==> src/rtl/pwm_multi.sv <==
`default_nettype none
// ============================================================================
// Module      : pwm_multi
// Description : Multi-channel PWM generator. One shared period counter with
//               edge/center alignment and shadowed period/duty/mode registers.
// Revision    : 1.0 - initial release
// ============================================================================
module pwm_multi #(
    parameter int WIDTH    = 8,
    parameter int CHANNELS = 4
) (
    input  logic                      clock,
    input  logic                      reset,
    input  logic                      enable,
    input  logic                      load,
    input  logic [WIDTH-1:0]          period,
    input  logic [CHANNELS*WIDTH-1:0] duty,
    input  logic                      center,
    output logic [CHANNELS-1:0]       pwm,
    output logic                      period_end,
    output logic                      update_done
);

    logic [WIDTH-1:0]          r_cnt;
    logic                      r_dir_down;
    logic [WIDTH-1:0]          r_per_a;
    logic [CHANNELS*WIDTH-1:0] r_duty_a;
    logic                      r_ctr_a;
    logic [WIDTH-1:0]          r_per_p;
    logic [CHANNELS*WIDTH-1:0] r_duty_p;
    logic                      r_ctr_p;
    logic                      r_pend;
    logic [CHANNELS-1:0]       r_pwm;
    logic                      r_period_end;
    logic                      r_update_done;

    logic [WIDTH-1:0]          w_cnt_nxt;
    logic                      w_dir_down_nxt;
    logic                      w_term;
    logic [CHANNELS-1:0]       w_chan;

    // Counter sequencing; cnt never exceeds P_a because it restarts at every boundary.
    always_comb begin
        w_cnt_nxt      = '0;
        w_dir_down_nxt = 1'b0;
        w_term         = 1'b0;
        if (!r_ctr_a) begin
            w_term    = (r_cnt >= r_per_a);
            w_cnt_nxt = w_term ? '0 : r_cnt + WIDTH'(1);
        end else begin
            if (r_per_a == '0) begin
                w_cnt_nxt = '0;
            end else if (!r_dir_down && (r_cnt < r_per_a)) begin
                w_cnt_nxt = r_cnt + WIDTH'(1);
            end else begin
                w_cnt_nxt = r_cnt - WIDTH'(1);
            end
            w_term = (w_cnt_nxt == '0);
            if (w_term) begin
                w_dir_down_nxt = 1'b0;
            end else if (!r_dir_down && (r_cnt >= r_per_a)) begin
                w_dir_down_nxt = 1'b1;
            end else begin
                w_dir_down_nxt = r_dir_down;
            end
        end
    end

    genvar gi;
    generate
        for (gi = 0; gi < CHANNELS; gi++) begin : g_cmp
            assign w_chan[gi] = (r_cnt < r_duty_a[gi*WIDTH +: WIDTH]);
        end
    endgenerate

    always_ff @(posedge clock) begin
        if (reset) begin
            r_cnt         <= '0;
            r_dir_down    <= 1'b0;
            r_per_a       <= '0;
            r_duty_a      <= '0;
            r_ctr_a       <= 1'b0;
            r_per_p       <= '0;
            r_duty_p      <= '0;
            r_ctr_p       <= 1'b0;
            r_pend        <= 1'b0;
            r_pwm         <= '0;
            r_period_end  <= 1'b0;
            r_update_done <= 1'b0;
        end else if (!enable) begin
            // Idle: no period is running, so a load can go straight to the active set.
            r_cnt         <= '0;
            r_dir_down    <= 1'b0;
            r_pwm         <= '0;
            r_period_end  <= 1'b0;
            r_update_done <= load;
            if (load) begin
                r_per_a  <= period;
                r_duty_a <= duty;
                r_ctr_a  <= center;
                r_pend   <= 1'b0;
            end
        end else begin
            r_pwm         <= w_chan;
            r_period_end  <= w_term;
            r_update_done <= 1'b0;
            if (w_term && (r_pend || load)) begin
                // A load on the terminal cycle wins over the older pending set.
                r_per_a       <= load ? period : r_per_p;
                r_duty_a      <= load ? duty   : r_duty_p;
                r_ctr_a       <= load ? center : r_ctr_p;
                r_pend        <= 1'b0;
                r_update_done <= 1'b1;
                r_cnt         <= '0;
                r_dir_down    <= 1'b0;
            end else begin
                r_cnt      <= w_cnt_nxt;
                r_dir_down <= w_dir_down_nxt;
                if (load) begin
                    r_per_p  <= period;
                    r_duty_p <= duty;
                    r_ctr_p  <= center;
                    r_pend   <= 1'b1;
                end
            end
        end
    end

    assign pwm         = r_pwm;
    assign period_end  = r_period_end;
    assign update_done = r_update_done;

endmodule
`default_nettype wire

==> config.mk <==
export PLATFORM = sky130hd
export DESIGN_NAME = pwm_multi
export DESIGN_NICKNAME = d
export VERILOG_FILES = /design/src/rtl/pwm_multi.sv
export SDC_FILE = /design/constraint.sdc
export NUM_CORES = 1
export LEC_CHECK = 0
export BUFFER_PORTS_ARGS = -buffer_cell sky130_fd_sc_hd__buf_2
export CAP_MARGIN = 25
export CORE_ASPECT_RATIO = 0.75
export CORE_MARGIN = 2
export CORE_UTILIZATION = 45
export DETAILED_ROUTE_END_ITERATION = 8
export HOLD_SLACK_MARGIN = 0.12
export PLACE_DENSITY = 0.61
export SYNTH_ARGS = -nofsm -noshare
export SYNTH_HDL_FRONTEND = slang
export SYNTH_SLANG_ARGS = --single-unit
==> constraint.sdc <==
create_clock -name clock -period 7.8 [get_ports clock]
set_input_delay 1.95 -clock clock [delete_from_list [all_inputs] [get_ports clock]]
set_output_delay 1.95 -clock clock [all_outputs]
set_load 0.03 [all_outputs]
After elaboration in Yosys (flattened, before gate mapping)
Cells that the tools add are included.
{"block": "word_totals", "ff_bits": 98, "input_bits": 45, "out_inout_bits": 6, "wordCells": 63}
{"block": "op_classes", "add_sub_neg": 2, "magnitude_cmp": 6, "eq_ne": 1, "muxes": 24, "bitwise_logic": 3, "n_reduce_logical": 15}
{"operator": "$mux W32", "count": 4}
{"operator": "$mux W8", "count": 9}
{"operator": "$lt A8 B8 Y1", "count": 5}
{"operator": "$logic_not A8 Y1", "count": 2}
{"operator": "$mux W1", "count": 11}
{"operator": "$add A8 B1 Y8 const B", "count": 1}
{"operator": "$ge A8 B8 Y1", "count": 1}
{"operator": "$sub A8 B1 Y8 const B", "count": 1}
{"operator": "$reduce_and A2 Y1", "count": 3}
{"operator": "$reduce_or A5 Y1", "count": 1}
{"operator": "$reduce_bool A2 Y1", "count": 2}
{"operator": "$logic_and A1 B1 Y1", "count": 3}
{"operator": "$not A1 Y1", "count": 3}
{"operator": "$reduce_or A3 Y1", "count": 1}
{"operator": "$ne A2 B1 Y1 const B", "count": 1}
{"operator": "$reduce_or A2 Y1", "count": 1}
{"operator": "$logic_not A1 Y1", "count": 1}
{"operator": "$logic_or A1 B1 Y1", "count": 1}

Depth between registers and ports, before layout
Gate-level depths: netlist (run 1).
{"block": "depth", "ltp_word": 10, "ltp_mapped": 13}

Worst setup path after synthesis (run 1)
OpenSTA, ideal clock, no wires.
{"block": "synth_timing", "path_type": "in2reg", "startpoint": "in reset", "endpoint": "reg r_duty_a[24]", "setup_ns": 0.133, "arrival_ns": 2.913, "slack_ns": 4.754, "path_stages": 6, "path_buffers": 3, "path_cell_list": "clkbuf_1 > clkbuf_1 > clkbuf_1 > a21oi_1 > o21ai_0 > a2bb2oi_1"}
{"item": "start: declaration", "line": "13", "text": "input logic reset,"}
{"item": "end signal: assignment", "line": "99", "text": "r_duty_a <= duty;"}
{"item": "end signal: assignment", "line": "110", "text": "r_duty_a <= load ? duty : r_duty_p;"}
{"item": "end: declaration", "line": "27", "text": "logic [CHANNELS*WIDTH-1:0] r_duty_a;"}

Worst setup path in the final report (run 1)
{"block": "layout_timing", "startpoint": "in load", "endpoint": "reg r_per_p[7]"}
{"block": "layout_via", "elab_chain_cells": 4, "word_cells_on_any_way": 5, "classes_between": "1 x mux; 1 x bitwise; 3 x reduce/logical"}
{"item": "start: declaration", "line": "15", "text": "input logic load,"}
{"item": "$logic_or A1 B1 Y1", "line": "107", "text": "if (w_term && (r_pend || load)) begin"}
{"item": "$logic_and A1 B1 Y1", "line": "107"}
{"item": "$not A1 Y1 (no line)"}
{"item": "$reduce_and A2 Y1 (no line)"}
{"item": "end signal: assignment", "line": "120", "text": "r_per_p <= period;"}
{"item": "end: declaration", "line": "29", "text": "logic [WIDTH-1:0] r_per_p;"}
Parallel ways exist; a longest one is shown, timed or not.
A chain may end at the register's enable or synchronous reset.

==> impl_metrics.yaml, run 1 <==
global_routing:
  grt_pass1_vias: 4249
  track_usage: 0.192
  grt_max_degree: 66
  grt_pass1_wl_mm: 20.8
  antenna_found_initial: 0
  overflow: 0
timing:
  fin_crit_sh: 0.459
  rsz0062_at_grt: "false"
  setup_tns_ps: 0
  worst_slew_pin_slew_ps: 911
  setup_viol: 0
  hold_viol: 0
  max_freq_mhz: 279
  relSlewSlack: 0.392
  finalCriticalPeriod_ps: 3580
  finClkSkew_ps: 9.59
  slew_viol_final: 0
place:
  place_area_um2: 5910
  place_inst: 828
  port_buffers: 50
  hpwl_mm: 8.02
  gp_congestion: 0.831
logic_synthesis:
  yosys.area.top_type: "dfxtp_1"
  synthTopCellsByCount: "98 x dfxtp_1, 88 x nand2b_1, 78 x inv_1, 54 x a21oi_1, 45 x o21ai_0"
  yosys.area.top_type_share: 0.349
  yosys_warnings: 0
  ys_types: 53
  synthTopCellsByArea: "dfxtp_1 35%, nand2b_1 9.8%, ha_1 8.5%, mux2i_1 7.3%, a2bb2oi_1 6.4%"
  yosysSeqAreaShare: 0.349
  async_flop_share: 0
  syn_inst: 654
  synth_edf_count: 0
  synth-seq-cells: 98
  synth_most_common_cell: "dfxtp_1"
  synth_area_um2: 5630
  syn_nets: 737
  synth.avg_cell_area_um2: 8.60
  synth_ff_type: "dfxtp_1"
power:
  leakage_nw: 2.69
  powerDensity_nw_per_um2: 369
  p_total_mw: 2.30
  ir_drop_mv: 0.168
detailed_routing:
  post_drt_wl_per_cell_um: 14.6
  ant_nets: 0
  vias_per_cell: 5.25
  drt_iter0_drc: 249
  drt_first_pass_iters: 4
  num_vias: 4430
  drcViolationCount: 0
  wl_mm: 12.3
setup_path:
  worst-path-max-fanout: 46
  cp-end-kind: "flip-flop"
  cp-start-kind: "primary input"
  required_ps: 8070
  path_class: "in2reg"
  crit_arrival_ps: 3850
clock_tree:
  clock_path_buffers: 2
  clk_latency_ps: 350
  cts_max_level: 3
  cts.clk_slew.worst_paths_ps: 70
  cts_tree: "built"
  cts_sinks: 98
  cts_made_buffers: 9
  cts-resized-gates: 0
  postCtsHoldBufs: 0
  postCtsSetupRepairBufs: 0
  clockRootBuffer: "clkbuf_16"
layout:
  nFillCells: 1184
  nets: 756
  drive_gt1_frac: 0.121
  final_cells: 844
  area_delta_synth_final_pct: 10.9
  n_antenna_cell: 0
  design_area_um2: 6240
floorplanning:
  die_y_um: 101
  core_um2: 12300
  boundaryPins: 51
  die_w_um: 133
  rows: 35
  dieArea_um2: 13400
  initial_core_util: 0.459
worst_hold_path:
  hp-class: "reg2reg"
run:
  drv_cap: 0
outcome:
  status: "finished clean"
## kinds of logic after synthesis
group / after synthesis / share of synthesized area
AOI/OAI and AO/OA: 191 / 0.225
xor gates and xnor gates: 6 / 0.00934
adders and majority gates: 38 / 0.0845
buffers and inverters: 124 / 0.0919
DFF: 98 / 0.349
muxes: 41 / 0.0730
and+or+nand+nor: 156 / 0.168
## report_power, final
part           internal [mW]  switching [mW]  total (mW)
Combinational          0.476           0.518       0.994
Clock                  0.293           0.201       0.494
Sequential             0.687           0.125       0.812
## path summary, 6_finish.rpt
check	startpoint	cells past startpoint	end	slack (ps)
max	load	3	r_per_p[7]$_SDFFE_PP0P_	4220
min	r_duty_p[10]$_SDFFE_PP0P_	2	r_duty_p[10]$_SDFFE_PP0P_	470
max reg2reg	r_cnt[6]$_SDFF_PP0_	8	r_per_p[7]$_SDFFE_PP0P_	4270
min reg2reg	r_duty_p[10]$_SDFFE_PP0P_	2	r_duty_p[10]$_SDFFE_PP0P_	470
## sequential cells by signal, summed over array words and instances, names as in the netlist
name and cells:
r_ctr_a 1, r_pend 1, pwm 4, r_ctr_p 1, r_duty_p 32, r_dir_down 1
r_cnt 8, period_end 1, r_per_a 8, update_done 1, r_per_p 8, r_duty_a 32
## routing by layer
metal / track usage / routed length [µm] / vias up
met5: 0 / 0 / -
met4: 0.0499 / 85 / 0
met3: 0.0372 / 493 / 9
met2: 0.303 / 5310 / 78
met1: 0.272 / 6420 / 2048
li1: - / - / 2295
## stage by stage
stage	setup WS (ps)	utilization	hold WS, ps
after global placement	3710	0.480	456
after detailed placement	3870	0.482	464
after global routing	3950	0.509	486
after CTS	4230	0.509	473
after floorplan	4750	-	446
final	4220	0.509	469
## cell usage in the layout, fill, tap and decap left out, types with 6 or more instances in the layout
master     count
a211oi_1       8
a21o_1        14
a21oi_1       54
a2bb2oi_1     41
buf_2         50
clkbuf_16      9
dfxtp_1       98
ha_1          38
inv_1         78
mux2i_1       41
nand2_1        8
nand2b_1      88
nor2_1        13
nor2b_1        8
nor3_1         6
o21ai_0       45
## cell type report
class | instances | area, µm² | area share
clock buffer | 11 | 243 | 0.0389
clock inverter | 5 | 86.3 | 0.0138
inverter | 78 | 293 | 0.0469
multi-input combinational | 432 | 3150 | 0.506
sequential | 98 | 1960 | 0.314
tap | 166 | 208 | 0.0333
timing repair buffer | 54 | 293 | 0.0469
## worst max-delay path: stages
cell	delay, ps
buf_2	690
and3_4	840
mux2i_1	280
Power figures use the tool's default switching activity.
==> inputs of run 2 (changes only) <==
--- a/config.mk
+++ b/config.mk
@@ -5,6 +5,7 @@
 export SDC_FILE = /design/constraint.sdc
 export NUM_CORES = 1
 export LEC_CHECK = 0
+export ABC_AREA = 1
 export BUFFER_PORTS_ARGS = -buffer_cell sky130_fd_sc_hd__buf_2
 export CAP_MARGIN = 25
 export CORE_ASPECT_RATIO = 0.75
==> constraint.sdc (replaced) <==
create_clock -name clock -period 3.55 [get_ports clock]
set_input_delay 0.8875 -clock clock [delete_from_list [all_inputs] [get_ports clock]]
set_output_delay 0.8875 -clock clock [all_outputs]
set_load 0.03 [all_outputs]
==> run 2 against run 1 <==
Clock skew down 1.0 ps. Synthesized cell count up 27%. First-iteration DRC count up 32%. Count of clock-buffer cells in the layout down 1. Critical path depth up 11. Global-route usage up 4.0 points. Total power up 100%. Utilization up 1.3 points. Critical endpoint is now r_duty_p[0]$_SDFFE_PP0P_. Highest routed layer unchanged. Sequential share of layout area down 0.87 points. Via count up 22%. Clock power up 120%.
==> impl_metrics.yaml, run 2 <==
outcome:
  status: "finished clean"
global_routing:
  grt_max_degree: 45
  track_usage: 0.233
  grt_pass1_vias: 5105
  antenna_found_initial: 0
  overflow: 0
  grt_pass1_wl_mm: 25.0
logic_synthesis:
  yosys_warnings: 0
  yosysSeqAreaShare: 0.346
  synth_most_common_cell: "nand2_1"
  synthTopCellsByArea: "dfxtp_1 35%, nand2_1 17%, ha_1 8.4%, o21ai_0 6.8%, nor2_1 6.4%"
  syn_nets: 912
  async_flop_share: 0
  yosys.area.top_type_share: 0.346
  synth_ff_type: "dfxtp_1"
  synth.avg_cell_area_um2: 6.84
  synth_edf_count: 0
  syn_inst: 829
  ys_types: 35
  synthTopCellsByCount: "254 x nand2_1, 98 x dfxtp_1, 97 x nor2_1, 77 x o21ai_0, 68 x inv_1"
  synth-seq-cells: 98
  synth_area_um2: 5670
  yosys.area.top_type: "dfxtp_1"
clock_tree:
  clockRootBuffer: "clkbuf_16"
  cts_max_level: 3
  postCtsSetupRepairBufs: 0
  postCtsHoldBufs: 0
  cts-resized-gates: 0
  cts_tree: "built"
  cts_sinks: 98
  cts_made_buffers: 9
  clk_latency_ps: 350
  cts.clk_slew.worst_paths_ps: 70
  clock_path_buffers: 2
timing:
  hold_viol: 0
  finalCriticalPeriod_ps: 3000
  finalWorstSetupSlack_ps: 553
  finClkSkew_ps: 8.58
  setup_tns_ps: 0
  fin_crit_sh: 0.844
  rsz0062_at_grt: "false"
  slew_viol_final: 0
  relSlewSlack: 0.558
  setup_viol: 0
  holdWs_ps: 459
  worst_slew_pin_slew_ps: 661
  max_freq_mhz: 334
place:
  port_buffers: 50
  place_inst: 1023
  gp_congestion: 0.830
  place_ws_ps: 585
  hpwl_mm: 10.7
  place_area_um2: 6090
setup_path:
  crit_arrival_ps: 3270
  path_class: "reg2reg"
  required_ps: 3820
  cp-start-kind: "flip-flop"
  worst-path-max-fanout: 30
  cp-end-kind: "flip-flop"
floorplanning:
  rows: 35
  die_y_um: 101
  boundaryPins: 51
  die_w_um: 134
  initial_core_util: 0.461
  dieArea_um2: 13500
  core_um2: 12300
layout:
  post-route-util: 0.521
  multi_input_area_um2: 3230
  design_area_um2: 6420
  n_antenna_cell: 0
  mostFrequentLayoutCells: "254 x nand2_1, 98 x dfxtp_1, 97 x nor2_1"
  area_delta_synth_final_pct: 13.2
  nets: 951
  largestRegisters: "r_duty_a: 32 flops, r_duty_p: 32 flops"
  final_common_cell: "nand2_1"
  final_cells: 1039
  drive_gt1_frac: 0.123
  seqCellArea_um2: 1960
  nFillCells: 1238
run:
  drv_cap: 0
detailed_routing:
  post_drt_wl_per_cell_um: 14.4
  drt_iter0_drc: 329
  wl_mm: 14.9
  drt_first_pass_iters: 5
  ant_nets: 0
  vias_per_cell: 5.21
  num_vias: 5408
  drcViolationCount: 0
power:
  p_total_mw: 4.61
  powerDensity_nw_per_um2: 718
  leakage_nw: 3.11
  ir_drop_mv: 0.291
worst_hold_path:
  hp-class: "reg2reg"
run 2: changes by cell type after synthesis, moves of 10 or more:
cell	previous run	this run
mux2i_1	41	24
nand2_1	8	254
nor2_1	13	97
a21o_1	14	1
clkbuf_1	30	16
nor2_2	0	11
o21ai_0	45	77
inv_1	78	68
nand2b_1	88	0
a21oi_1	54	17
nand4_1	4	32
a2bb2oi_1	41	0
nand3_1	4	18
run 2: layer usage:
layer / up-vias / track usage / share of wire
met5: - / 0 / 0
met4: 0 / 0.0630 / 0.015
met3: 21 / 0.0385 / 0.041
met2: 131 / 0.406 / 0.46
met1: 2492 / 0.302 / 0.48
li1: 2764 / - / -
run 2: area by class of cell:
class,count,share of cell area
Sequential cell,98,0.306
Multi-Input combinational cell,616,0.503
Inverter,75,0.0439
Timing Repair Buffer,68,0.0640
Clock inverter,6,0.0137
Clock buffer,10,0.0372
Tap cell,166,0.0324
run 2: cells by family (layout without fill, tap and decap cells):
family / Yosys count / in the layout / synth area share
buf+inv: 115 / 159 / 0.0847
fa+ha+maj: 38 / 38 / 0.0838
xor+xnor: 7 / 7 / 0.0108
compound gates: 119 / 119 / 0.114
simple gates: 428 / 428 / 0.319
mux: 24 / 24 / 0.0424
flops: 98 / 98 / 0.346
run 2: power breakdown:
| group | total (mW) | switching [mW] | internal, mW |
|---|---|---|---|
| clock | 1.08 | 0.439 | 0.640 |
| sequential | 1.51 | 0.134 | 1.37 |
| combinational | 2.02 | 1.32 | 0.699 |
| total | 4.61 | 1.90 | 2.71 |
run 2: worst max-delay path: stages, from the launching register on:
cell	delay, ps
dfxtp_1	540
ha_1	310
a21o_1	210
nor2_4	230
nand3_2	190
nand2_1	110
nand3_1	100
nand2_1	80
nor2_1	60
nand3_2	80
nand3_2	90
nand2_2	210
nand2_2	280
buf_12	270
o21ai_0	160
run 2: path summary, 6_finish.rpt:
path,start,end,slack [ps],cells after the start
setup / recovery,r_cnt[7]$_SDFF_PP0_,r_duty_p[0]$_SDFFE_PP0P_,550,14
hold / removal,r_duty_p[12]$_SDFFE_PP0P_,r_duty_p[12]$_SDFFE_PP0P_,460,2
setup reg to reg,r_cnt[7]$_SDFF_PP0_,r_duty_p[0]$_SDFFE_PP0P_,550,14
hold reg to reg,r_duty_p[12]$_SDFFE_PP0P_,r_duty_p[12]$_SDFFE_PP0P_,460,2
